File: config.mk
export PLATFORM = sky130hd
export DESIGN_NAME = if_fetch
export DESIGN_NICKNAME = d
export VERILOG_FILES = /design/src/rtl/if_fetch.sv
export SDC_FILE = /design/constraint.sdc
export NUM_CORES = 1
export LEC_CHECK = 0
export BUFFER_PORTS_ARGS = -buffer_cell sky130_fd_sc_hd__buf_4
export CAP_MARGIN = 10
export CELL_PAD_IN_SITES_DETAIL_PLACEMENT = 0
export CELL_PAD_IN_SITES_GLOBAL_PLACEMENT = 2
export CORE_ASPECT_RATIO = 1.2
export CORE_MARGIN = 3
export CORE_UTILIZATION = 31
export CTS_BUF_LIST = sky130_fd_sc_hd__clkbuf_4 sky130_fd_sc_hd__clkbuf_8 sky130_fd_sc_hd__clkbuf_16
export DETAILED_ROUTE_END_ITERATION = 8
export GPL_TIMING_DRIVEN = 0
export MAX_ROUTING_LAYER = met4
export PLACE_DENSITY = 0.74
export SKIP_CTS_REPAIR_TIMING = 1
export SYNTH_ARGS = -nofsm -noshare
export SYNTH_HDL_FRONTEND = slang
export SYNTH_SLANG_ARGS = --single-unit
export TNS_END_PERCENT = 10
File: constraint.sdc
create_clock -name clk -period 1.5 [get_ports clk]
set_input_delay 0.3 -clock clk [delete_from_list [all_inputs] [get_ports clk]]
set_output_delay 0.3 -clock clk [all_outputs]
set_load 0.1 [all_outputs]
File: src/rtl/if_fetch.sv
`default_nettype none
// ============================================================================
// Module   : if_fetch
// Purpose  : Instruction fetch stage. It drives a word-addressed PC into a
//            synchronous instruction ROM and registers the fetched word with
//            its own address. A decode stall is absorbed by a 1-entry skid
//            buffer. Branch redirects squash wrong-path words with a bubble.
// Config   : IF_PERF_CNT_EN - when defined, adds a saturating stall-cycle
//            counter on stall_cnt_o. When undefined, stall_cnt_o is tied to 0.
// Revision : 1.0 - initial release
// ============================================================================
module if_fetch #(
  parameter int                 W_INST = 32,
  parameter int                 W_PC   = 16,
  parameter logic [W_PC-1:0]    RST_PC = 16'h0000,
  parameter logic [W_INST-1:0]  BUBBLE = 32'hFE000000
) (
  input  logic              clk,
  input  logic              rst,
  input  logic              stall_i,
  input  logic              br_taken_i,
  input  logic [W_PC-1:0]   br_target_i,
  output logic              imem_req_o,
  output logic [W_PC-1:0]   imem_addr_o,
  input  logic [W_INST-1:0] imem_data_i,
  output logic [W_INST-1:0] inst_o,
  output logic [W_PC-1:0]   pc_value_o,
  output logic              valid_o,
  output logic [31:0]       stall_cnt_o
);

  typedef enum logic [1:0] {
    ST_RUN      = 2'd0,
    ST_STALL    = 2'd1,
    ST_REDIRECT = 2'd2
  } state_t;

  state_t              state_q, state_d;
  logic [W_PC-1:0]     pc_q, pc_d;
  logic [W_INST-1:0]   inst_q, inst_d;
  logic [W_PC-1:0]     pcv_q, pcv_d;
  logic                valid_q, valid_d;
  logic                skid_valid_q, skid_valid_d;
  logic [W_INST-1:0]   skid_inst_q, skid_inst_d;
  logic [W_PC-1:0]     skid_pc_q, skid_pc_d;
  logic                inflight_q, inflight_d;
  logic [W_PC-1:0]     inflight_pc_q, inflight_pc_d;
  logic                fetch;

  // Next-state logic: redirect beats stall; each ROM read carries its address as a tag.
  always_comb begin
    state_d       = state_q;
    pc_d          = pc_q;
    inst_d        = inst_q;
    pcv_d         = pcv_q;
    valid_d       = valid_q;
    skid_valid_d  = skid_valid_q;
    skid_inst_d   = skid_inst_q;
    skid_pc_d     = skid_pc_q;
    inflight_d    = inflight_q;
    inflight_pc_d = inflight_pc_q;
    fetch         = 1'b0;

    if (br_taken_i) begin
      // Any in-flight or buffered word is wrong-path; no read is issued this cycle.
      state_d      = ST_REDIRECT;
      pc_d         = br_target_i;
      inflight_d   = 1'b0;
      skid_valid_d = 1'b0;
      inst_d       = BUBBLE;
      valid_d      = 1'b0;
    end else begin
      case (state_q)
        ST_STALL: begin
          if (!stall_i) begin
            // The held word was accepted on this edge; replace it with the skid word or a bubble.
            if (skid_valid_q) begin
              inst_d  = skid_inst_q;
              pcv_d   = skid_pc_q;
              valid_d = 1'b1;
            end else begin
              inst_d  = BUBBLE;
              valid_d = 1'b0;
            end
            skid_valid_d = 1'b0;
            fetch        = 1'b1;
            state_d      = ST_RUN;
          end
        end
        default: begin
          // RUN and REDIRECT differ only in that REDIRECT never has a read in flight.
          if (stall_i) begin
            if (inflight_q) begin
              skid_valid_d = 1'b1;
              skid_inst_d  = imem_data_i;
              skid_pc_d    = inflight_pc_q;
            end
            inflight_d = 1'b0;
            state_d    = ST_STALL;
          end else begin
            if (inflight_q) begin
              inst_d  = imem_data_i;
              pcv_d   = inflight_pc_q;
              valid_d = 1'b1;
            end else begin
              inst_d  = BUBBLE;
              valid_d = 1'b0;
            end
            fetch   = 1'b1;
            state_d = ST_RUN;
          end
        end
      endcase

      if (fetch) begin
        pc_d          = pc_q + 1'b1;
        inflight_d    = 1'b1;
        inflight_pc_d = pc_q;
      end
    end
  end

  // ROM request is combinational so it drops in the same cycle the stall is seen.
  assign imem_req_o  = fetch & rst;
  assign imem_addr_o = pc_q;

  // State and output registers with asynchronous active-low reset.
  always_ff @(posedge clk or negedge rst) begin
    if (!rst) begin
      state_q       <= ST_RUN;
      pc_q          <= RST_PC;
      inst_q        <= BUBBLE;
      pcv_q         <= '0;
      valid_q       <= 1'b0;
      skid_valid_q  <= 1'b0;
      skid_inst_q   <= '0;
      skid_pc_q     <= '0;
      inflight_q    <= 1'b0;
      inflight_pc_q <= '0;
    end else begin
      state_q       <= state_d;
      pc_q          <= pc_d;
      inst_q        <= inst_d;
      pcv_q         <= pcv_d;
      valid_q       <= valid_d;
      skid_valid_q  <= skid_valid_d;
      skid_inst_q   <= skid_inst_d;
      skid_pc_q     <= skid_pc_d;
      inflight_q    <= inflight_d;
      inflight_pc_q <= inflight_pc_d;
    end
  end

  assign inst_o     = inst_q;
  assign pc_value_o = pcv_q;
  assign valid_o    = valid_q;

`ifdef IF_PERF_CNT_EN
  logic [31:0] stall_cnt_q, stall_cnt_d;

  // Saturating count of stalled cycles.
  always_comb begin
    stall_cnt_d = stall_cnt_q;
    if (stall_i && (stall_cnt_q != 32'hFFFF_FFFF)) begin
      stall_cnt_d = stall_cnt_q + 32'd1;
    end
  end

  // Counter register, cleared only by reset.
  always_ff @(posedge clk or negedge rst) begin
    if (!rst) begin
      stall_cnt_q <= 32'd0;
    end else begin
      stall_cnt_q <= stall_cnt_d;
    end
  end

  assign stall_cnt_o = stall_cnt_q;
`else
  assign stall_cnt_o = 32'h0;
`endif

endmodule
`default_nettype wire
==> results of run 1 <==
==> where the power goes <==
part / total (mW) / internal (mW) / switching (mW)
Clock: 4.19 / 2.64 / 1.55
Combinational: 3.49 / 1.06 / 2.43
Sequential: 4.59 / 4.21 / 0.377
==> synth_stat cells, types with 8 or more instances <==
master	n	area, µm²
a21oi_1	11	55.1
xnor2_1	8	70.1
o21ai_0	39	195
buf_4	34	255
clkbuf_1	14	52.6
dfrtp_1	126	3150
a22oi_1	25	188
mux2_2	71	800
nor2_1	17	63.8
mux2_4	9	135
nand2_1	89	334
==> logic make-up (layout without fill, tap and decap cells) <==
kind of cell    count (synthesis)  after routing  synth area share (%)
simple gates                  133            133                  10.1
mux                            82             82                  15.9
other cells                     1             32                0.0624
buf+inv                        67            227                  7.41
xor+xnor                       13             13                  1.90
flops                         133            133                  55.6
compound gates                 87             87                  8.81
fa+ha+maj                       1              1                 0.208
==> registers in the layout, summed over array words and instances, names as in the netlist <==
signal         count
pc_value_o        16
skid_valid_q       1
inst_o            32
valid_o            1
imem_addr_o       16
skid_pc_q         16
inflight_q         1
inflight_pc_q     16
skid_inst_q       32
state_q            2
==> cell type report <==
type | instances | area share, %
Timing Repair Buffer | 129 | 13.9
Clock buffer | 19 | 5.27
Clock inverter | 13 | 1.92
Tap cell | 256 | 3.83
Buffer | 62 | 5.87
Multi-Input combinational cell | 348 | 28.6
Sequential cell | 133 | 40.4
Inverter | 4 | 0.210
==> placed cells by master, fill, tap and decap left out, drive strengths merged, types with 5 or more instances in the layout <==
cell type,count
o21ai,40
o22ai,7
buf,172
conb,32
clkinv,8
a21oi,12
dfrtp,126
dfstp,7
mux2,81
xnor2,8
nor2,17
a22oi,25
xor2,5
clkbuf,38
nand2,92
==> metal layers <==
metal | wire length [µm] | vias to the layer above | part of all wire [%]
li1 | - | 2074 | -
met1 | 6670 | 2103 | 44
met2 | 7210 | 133 | 48
met3 | 863 | 27 | 5.7
met4 | 299 | 0 | 2.0
met5 | 0 | - | 0
==> how the worst max path moves through the flow <==
stage	start	to	slack, ns	cells past startpoint
floorplan	imem_addr_o[3]	imem_addr_o[11]	-0.17	5
global placement	rst	imem_req_o	-1.10	3
detailed placement	state_q[1]	pc_value_o[4]	-0.38	6
CTS	state_q[1]	pc_value_o[2]	-0.41	6
global route	state_q[0]	pc_value_o[4]	-0.23	6
finish	state_q[0]	pc_value_o[4]	-0.19	6
==> through the flow <==
stage	utilization [%]	hold WS (ns)	cells
2_1_floorplan	-	0.00441	548
3_3_place_gp	39.0	0.463	920
3_5_place_dp	39.2	0.298	921
4_1_cts	42.3	-0.154	953
5_1_grt	44.2	-0.241	964
6_report	44.2	-0.262	964
==> flow_summary.yaml, run 1 <==
routing:
  via_count: 4337
  wl_per_cell_um: 15.6
  dr.pass1.iters: 5
  viasPerCell: 4.50
  routed_wl_um: 15000
  ant_nets: 0
  first_iter_violations: 157
  route.detailed.drc: 0
place:
  dp_hpwl_um: 10600
  post-place-ws_ns: -0.378
  gp_congestion: 0.806
  placed_cell_area_um2: 7410
  io_buffers: 116
die:
  die_area_um2: 21100
  die_y_um: 158
  core-area_um2: 18900
  start_util_pct: 31.7
  rows: 55
  pin_count: 150
  die_w_um: 133
setup_path:
  cpPeakStageDelay_ns: 0.36
  worst-r2r-setup-slack_ns: -0.19
  cp_top_family: "flip-flops"
  r2r_cells: 6
  crit_type: "register to register"
  arrival_ns: 1.99
  r2r-end: "pc_value_o[4]"
  critPathSlowestCell: "dfrtp_1"
  r2r_start: "state_q[0]"
  crit_path_end_kind: "register"
  path_buf_inv: 2
  path_cells: "nor2b_4, nand2b_1, buf_6, a21oi_4, clkbuf_16, mux2_4"
  worstPathRequired_ns: 1.80
  cp_max_fo: 5
  cp-start-kind: "register"
timing:
  finalCritPeriodShare_pct: 112
  tightest_slew_ns: 0.586
  skew_ns: 0.00903
  maxSlewHeadroom_pct: 60.9
  period_minus_slack_ns: 1.69
  fin_setup_tns_ns: -7.35
  fmax_mhz: 593
  grt_setup_unrepaired: "true"
  fin_ws_ns: -0.187
  hold_slack_ns: -0.262
  report.final.hold_viol_count: 52
  slew_viol_final: 0
  setup_violations: 65
layout:
  diodes: 0
  final_area_um2: 8360
  register_area_um2: 3380
  final_nets: 748
  area_delta_synth_final_pct: 39.2
  fillers: 1833
  layout-drive-gt1-share_pct: 46.8
  multi_input_area_um2: 2390
global_route:
  busiest_layer: "met2"
  grt_max_degree: 82
  met3_usage_pct: 3.60
  grt_pass1_wl_um: 23400
  antenna_found_initial: 0
  grt_pass1_vias: 4472
  grt_use_met2_pct: 23.3
  met1_usage_pct: 18.2
  overflow: 0
  grt_use_total_pct: 14.7
clocking:
  cts_buffer_depth: 2
  numCtsBuffers: 17
  root_buffer: "clkbuf_16"
  cts_tree: "built"
  htreeDepth: 4
  clk_latency_ns: 0.42
  clock-sinks: 133
  clk_pin_slew_ns: 0.06
logic_synthesis:
  ys.flop_type: "dfrtp_1"
  syn_avg_cell_area_um2: 11.6
  synth_seq_area_share_pct: 55.6
  synth_cell_type_count: 47
  syn_area_um2: 6010
  netlist_instances: 517
  async_reset_ff_share_pct: 100
  synth_warnings: 0
  ys_ff_latch: 133
  synth-edff-count: 0
job:
  drv_cap: 0
status:
  status: "finished with violations"
  violations: "negative hold slack, negative setup slack"
power:
  ir_worst_vdd_v: 0.000802
  total_power_mw: 12.3
  p_leak_nw: 3.90
  power.density_nw_per_um2: 1470
hold_path:
  min_path_type: "input pin to asynchronous set/reset pin"
No activity file was read; power rests on OpenSTA's default activity.
==> run 2: changes to the inputs <==
- HOLD_SLACK_MARGIN: not set -> 0.1
- PLACE_DENSITY: 0.74 -> 0.72
==> run 2 against run 1 <==
Effect of this change: the run still ends with negative hold slack, negative setup slack left; clock skew about the same; sequential power about the same; final area up 2.2%; fmax up 1.1%; largest cell class unchanged.
==> flow_summary.yaml, run 2 (synthesis gave the netlist of run 1 again) <==
setup_path:
  worst-r2r-setup-slack_ns: -0.17
  cp-start-kind: "register"
  cp_max_fo: 5
  r2r_cells: 6
  r2r-end: "pc_value_o[4]"
  crit_type: "register to register"
  r2r_start: "state_q[1]"
  arrival_ns: 1.96
  worstPathRequired_ns: 1.80
  crit_path_end_kind: "register"
routing:
  dr.pass1.iters: 4
  routed_wl_um: 15600
  viasPerCell: 4.53
  first_iter_violations: 184
  route.detailed.drc: 0
  via_count: 4381
  ant_nets: 0
  wl_per_cell_um: 16.1
timing:
  period_minus_slack_ns: 1.67
  setup_violations: 51
  report.final.hold_viol_count: 52
  skew_ns: 0.00935
  fin_setup_tns_ns: -4.60
  fin_ws_ns: -0.169
  maxSlewHeadroom_pct: 51.8
  fmax_mhz: 599
  finalCritPeriodShare_pct: 111
  hold_slack_ns: -0.260
  grt_setup_unrepaired: "true"
  tightest_slew_ns: 0.721
  slew_viol_final: 0
place:
  dp.cells: 921
  placed_cell_area_um2: 7410
  dp_hpwl_um: 10700
  post-place-ws_ns: -0.551
  io_buffers: 116
  gp_congestion: 0.812
global_route:
  overflow: 0
  grt_max_degree: 83
  grt_pass1_vias: 4501
  grt_pass1_wl_um: 24100
  grt_use_total_pct: 15.0
  antenna_found_initial: 0
power:
  total_power_mw: 12.6
  power.density_nw_per_um2: 1470
  ir_worst_vdd_v: 0.000797
  p_clk_share_pct: 34.9
  combPwrFrac_pct: 28.5
  p_seq_share_pct: 36.6
  power.switching_mw: 4.41
  p_sw_share_pct: 35.1
  p_leak_nw: 4.00
  intPower_mw: 8.16
die:
  rows: 55
  die_w_um: 133
  die_area_um2: 21100
  start_util_pct: 31.7
  pin_count: 150
  core-area_um2: 18900
  die_y_um: 158
clocking:
  htreeDepth: 4
  root_buffer: "clkbuf_16"
  cts_buffer_depth: 2
  clock-sinks: 133
  cts_tree: "built"
  clk_latency_ns: 0.42
  numCtsBuffers: 17
  clk_pin_slew_ns: 0.06
layout:
  final_util_pct: 45.2
  layout-drive-gt1-share_pct: 46.8
  final_area_um2: 8550
  diodes: 0
  layout_common_cells: "buf_4 (139), dfrtp_1 (111), nand2_1 (89), mux2_2 (59), o21ai_0 (39)"
  layout_commonest_cell: "buf_4"
  final_nets: 752
  fin_cells: 968
  area_delta_synth_final_pct: 42.3
status:
  status: "finished with violations"
  violations: "negative hold slack, negative setup slack"
job:
  drv_cap: 0
hold_path:
  min_path_type: "input pin to asynchronous set/reset pin"
-- run 2: cell count changes in the layout (fill, tap and decap cells not counted), moves of 3 or more --
cell / delta
buf_12: +3
buf_8: -4
clkbuf_4: -3
clkinv_4: -3
dlygate4sd3_1: +4
mux2_2: -11
mux2_4: +12
-- run 2: worst max-delay path, stage by stage (launching register included) --
cell and delay (ns):
dfrtp_1 0.39, nor2b_4 0.16, buf_8 0.14, nand2_8 0.06, a21oi_4 0.28, clkbuf_16 0.22, mux2_4 0.30
-- run 2: layout make-up --
class | instances | area, µm²
Fill cell | 1774 | 10400
Sequential cell | 133 | 3380
Multi-Input combinational cell | 348 | 2450
Timing Repair Buffer | 133 | 1250
Buffer | 62 | 507
Clock buffer | 18 | 439
Tap cell | 256 | 320
Clock inverter | 14 | 184
Inverter | 4 | 17.5
-- run 2: power groups by stage --
stage	clock (mW)	sequential, mW	combinational, mW
2_1_floorplan	0	6.00	1.26
3_3_place_gp	0	4.61	3.39
3_5_place_dp	0	4.65	3.43
4_1_cts	4.49	4.59	3.44
5_1_grt	4.66	4.68	3.77
6_report	4.39	4.61	3.58
-- run 2: per-layer routing --
metal | vias to the layer above | routed length, µm | track usage, % | share of wire (%)
met4 | 0 | 263 | 4.55 | 1.7
met2 | 135 | 7480 | 24.2 | 48
li1 | 2080 | - | - | -
met5 | - | 0 | - | 0
met3 | 21 | 915 | 4.39 | 5.9
met1 | 2145 | 6910 | 18.4 | 44
-- run 2: worst max-delay path by stage --
| stage | startpoint | to | slack (ns) | cells after the start |
|---|---|---|---|---|
| 2_1_floorplan | imem_addr_o[3] | imem_addr_o[11] | -0.17 | 5 |
| 3_3_place_gp | rst | imem_req_o | -1.12 | 3 |
| 3_5_place_dp | rst | imem_req_o | -0.55 | 4 |
| 4_1_cts | rst | imem_req_o | -0.56 | 4 |
| 5_1_grt | state_q[1] | pc_value_o[4] | -0.20 | 6 |
| 6_report | state_q[1] | pc_value_o[4] | -0.17 | 6 |
==> run 3: changes to the inputs <==
- CTS_CLUSTER_DIAMETER: not set -> 60
- clock period: 1.5 -> 1.4 ns (I/O delays scaled with it)
==> run 3 against run 2 <==
Effect of this change: the flow still finishes with violations (negative hold slack, negative setup slack); largest power group unchanged; setup slack worse by 0.11 ns; combinational power rose by 9.8%; count of clock-buffer cells in the layout fell by 1; critical path depth is the same; via count increased by 0.30%; flip-flop and latch count unchanged; critical path type unchanged; die area did not move; sequential power up 7.2%; clock skew is 0.0020 ns lower; register-to-register slack lost 0.11 ns; non-clock buffer count increased by 22.
==> flow_summary.yaml, run 3 (synthesis gave the netlist of run 1 again) <==
status:
  status: "finished with violations"
  violations: "negative hold slack, negative setup slack"
clocking:
  cts_buffer_depth: 2
  root_buffer: "clkbuf_16"
  clock-sinks: 133
  clk_latency_ns: 0.41
  numCtsBuffers: 17
  htreeDepth: 4
  cts_tree: "built"
  clk_pin_slew_ns: 0.06
global_route:
  overflow: 0
  met3_usage_pct: 4.36
  met1_usage_pct: 18.6
  grt_pass1_vias: 4495
  grt_pass1_wl_um: 23800
  antenna_found_initial: 0
  busiest_layer: "met2"
  grt_use_total_pct: 14.8
  grt_max_degree: 71
  grt_use_met2_pct: 23.3
die:
  rows: 55
  core-area_um2: 18900
  die_y_um: 158
  die_w_um: 133
  die_area_um2: 21100
  pin_count: 150
  start_util_pct: 31.7
timing:
  fin_ws_ns: -0.283
  fmax_mhz: 594
  grt_setup_unrepaired: "true"
  period_minus_slack_ns: 1.68
  maxSlewHeadroom_pct: 63.1
  finalCritPeriodShare_pct: 120
  skew_ns: 0.00736
  setup_violations: 85
  hold_slack_ns: -0.288
  tightest_slew_ns: 0.553
  slew_viol_final: 0
  report.final.hold_viol_count: 78
place:
  gp_congestion: 0.768
  io_buffers: 116
  dp_hpwl_um: 10600
  dp.cells: 921
  placed_cell_area_um2: 7430
power:
  power.density_nw_per_um2: 1530
  p_leak_nw: 4.12
  total_power_mw: 13.6
  ir_worst_vdd_v: 0.000924
routing:
  dr.pass1.iters: 4
  wl_per_cell_um: 15.7
  route.detailed.drc: 0
  routed_wl_um: 15600
  ant_nets: 0
  via_count: 4394
  viasPerCell: 4.44
  first_iter_violations: 186
setup_path:
  path_buf_inv: 2
  r2r_start: "state_q[0]"
  crit_start: "state_q[0]"
  crit_path_end_kind: "register"
  crit_type: "register to register"
  worstPathRequired_ns: 1.70
  arrival_ns: 1.98
  cpPeakStageDelay_ns: 0.37
  path_cells: "nor2b_4, nand2b_4, buf_6, a21oi_4, clkbuf_16, mux2_4"
  cp-start-kind: "register"
  cp_max_fo: 5
  critPathSlowestCell: "dfrtp_1"
  cp_top_family: "flip-flops"
hold_path:
  min_path_type: "input pin to asynchronous set/reset pin"
job:
  drv_cap: 0
layout:
  fin_cells: 990
  layout_common_cells: "buf_4 (124), dfrtp_1 (110), nand2_1 (89), mux2_2 (64), o21ai_0 (38)"
  final_nets: 774
  final_area_um2: 8910
  layout-drive-gt1-share_pct: 45.1
  area_delta_synth_final_pct: 48.3
  diodes: 0
  layout_commonest_cell: "buf_4"
run 3: cell count changes in the layout (fill, tap and decap cells not counted), sizes merged:
cell / change
buf: -1
clkbuf: -3
clkinv: -2
dlygate4sd3: +25
inv: +3
run 3: worst reg2reg max path, stage by stage, from the launching register on:
cell	delay, ns
dfrtp_1	0.37
nor2b_4	0.14
nand2b_4	0.14
buf_6	0.12
a21oi_4	0.29
clkbuf_16	0.23
mux2_4	0.30
run 3: final cells by class:
cell class,count,area [µm²]
Buffer,62,510
Clock buffer,17,425
Clock inverter,15,204
Fill cell,1776,10000
Inverter,4,17.5
Multi-Input combinational cell,348,2440
Sequential cell,133,3370
Tap cell,256,320
Timing Repair Buffer,155,1620
run 3: worst paths after layout:
kind	to	slack, ns	cells past startpoint
max in group asynchronous	skid_inst_q[11]	0.72	3
worst max register to register	pc_value_o[5]	-0.28	6
worst min-delay path	inst_o[19]	-0.29	1
worst max-delay path	pc_value_o[5]	-0.28	6
worst min register to register	inst_o[18]	0.48	2
min in group clk	imem_addr_o[7]	0.08	3
run 3: report_power, final:
group          internal (mW)  switching [mW]  total [mW]
Sequential              4.51           0.428        4.94
Combinational           1.31            2.62        3.93
Clock                   2.99            1.73        4.72
run 3: through the flow:
stage / TNS [ns] / worst slack (ns) / hold WS (ns) / util [%]
2_1_floorplan: -6.84 / -0.265 / -0.0156 / -
3_3_place_gp: -89.48 / -1.12 / 0.462 / 39.1
3_5_place_dp: -29.38 / -0.648 / 0.345 / 39.3
4_1_cts: -27.54 / -0.659 / -0.109 / 42.6
5_1_grt: -18.93 / -0.335 / -0.298 / 47.1
6_report: -10.58 / -0.283 / -0.288 / 47.1
run 3: layer usage:
layer	wire [µm]	vias up
met3	775	16
met1	6930	2138
met5	0	-
met4	224	0
li1	-	2131
met2	7640	109
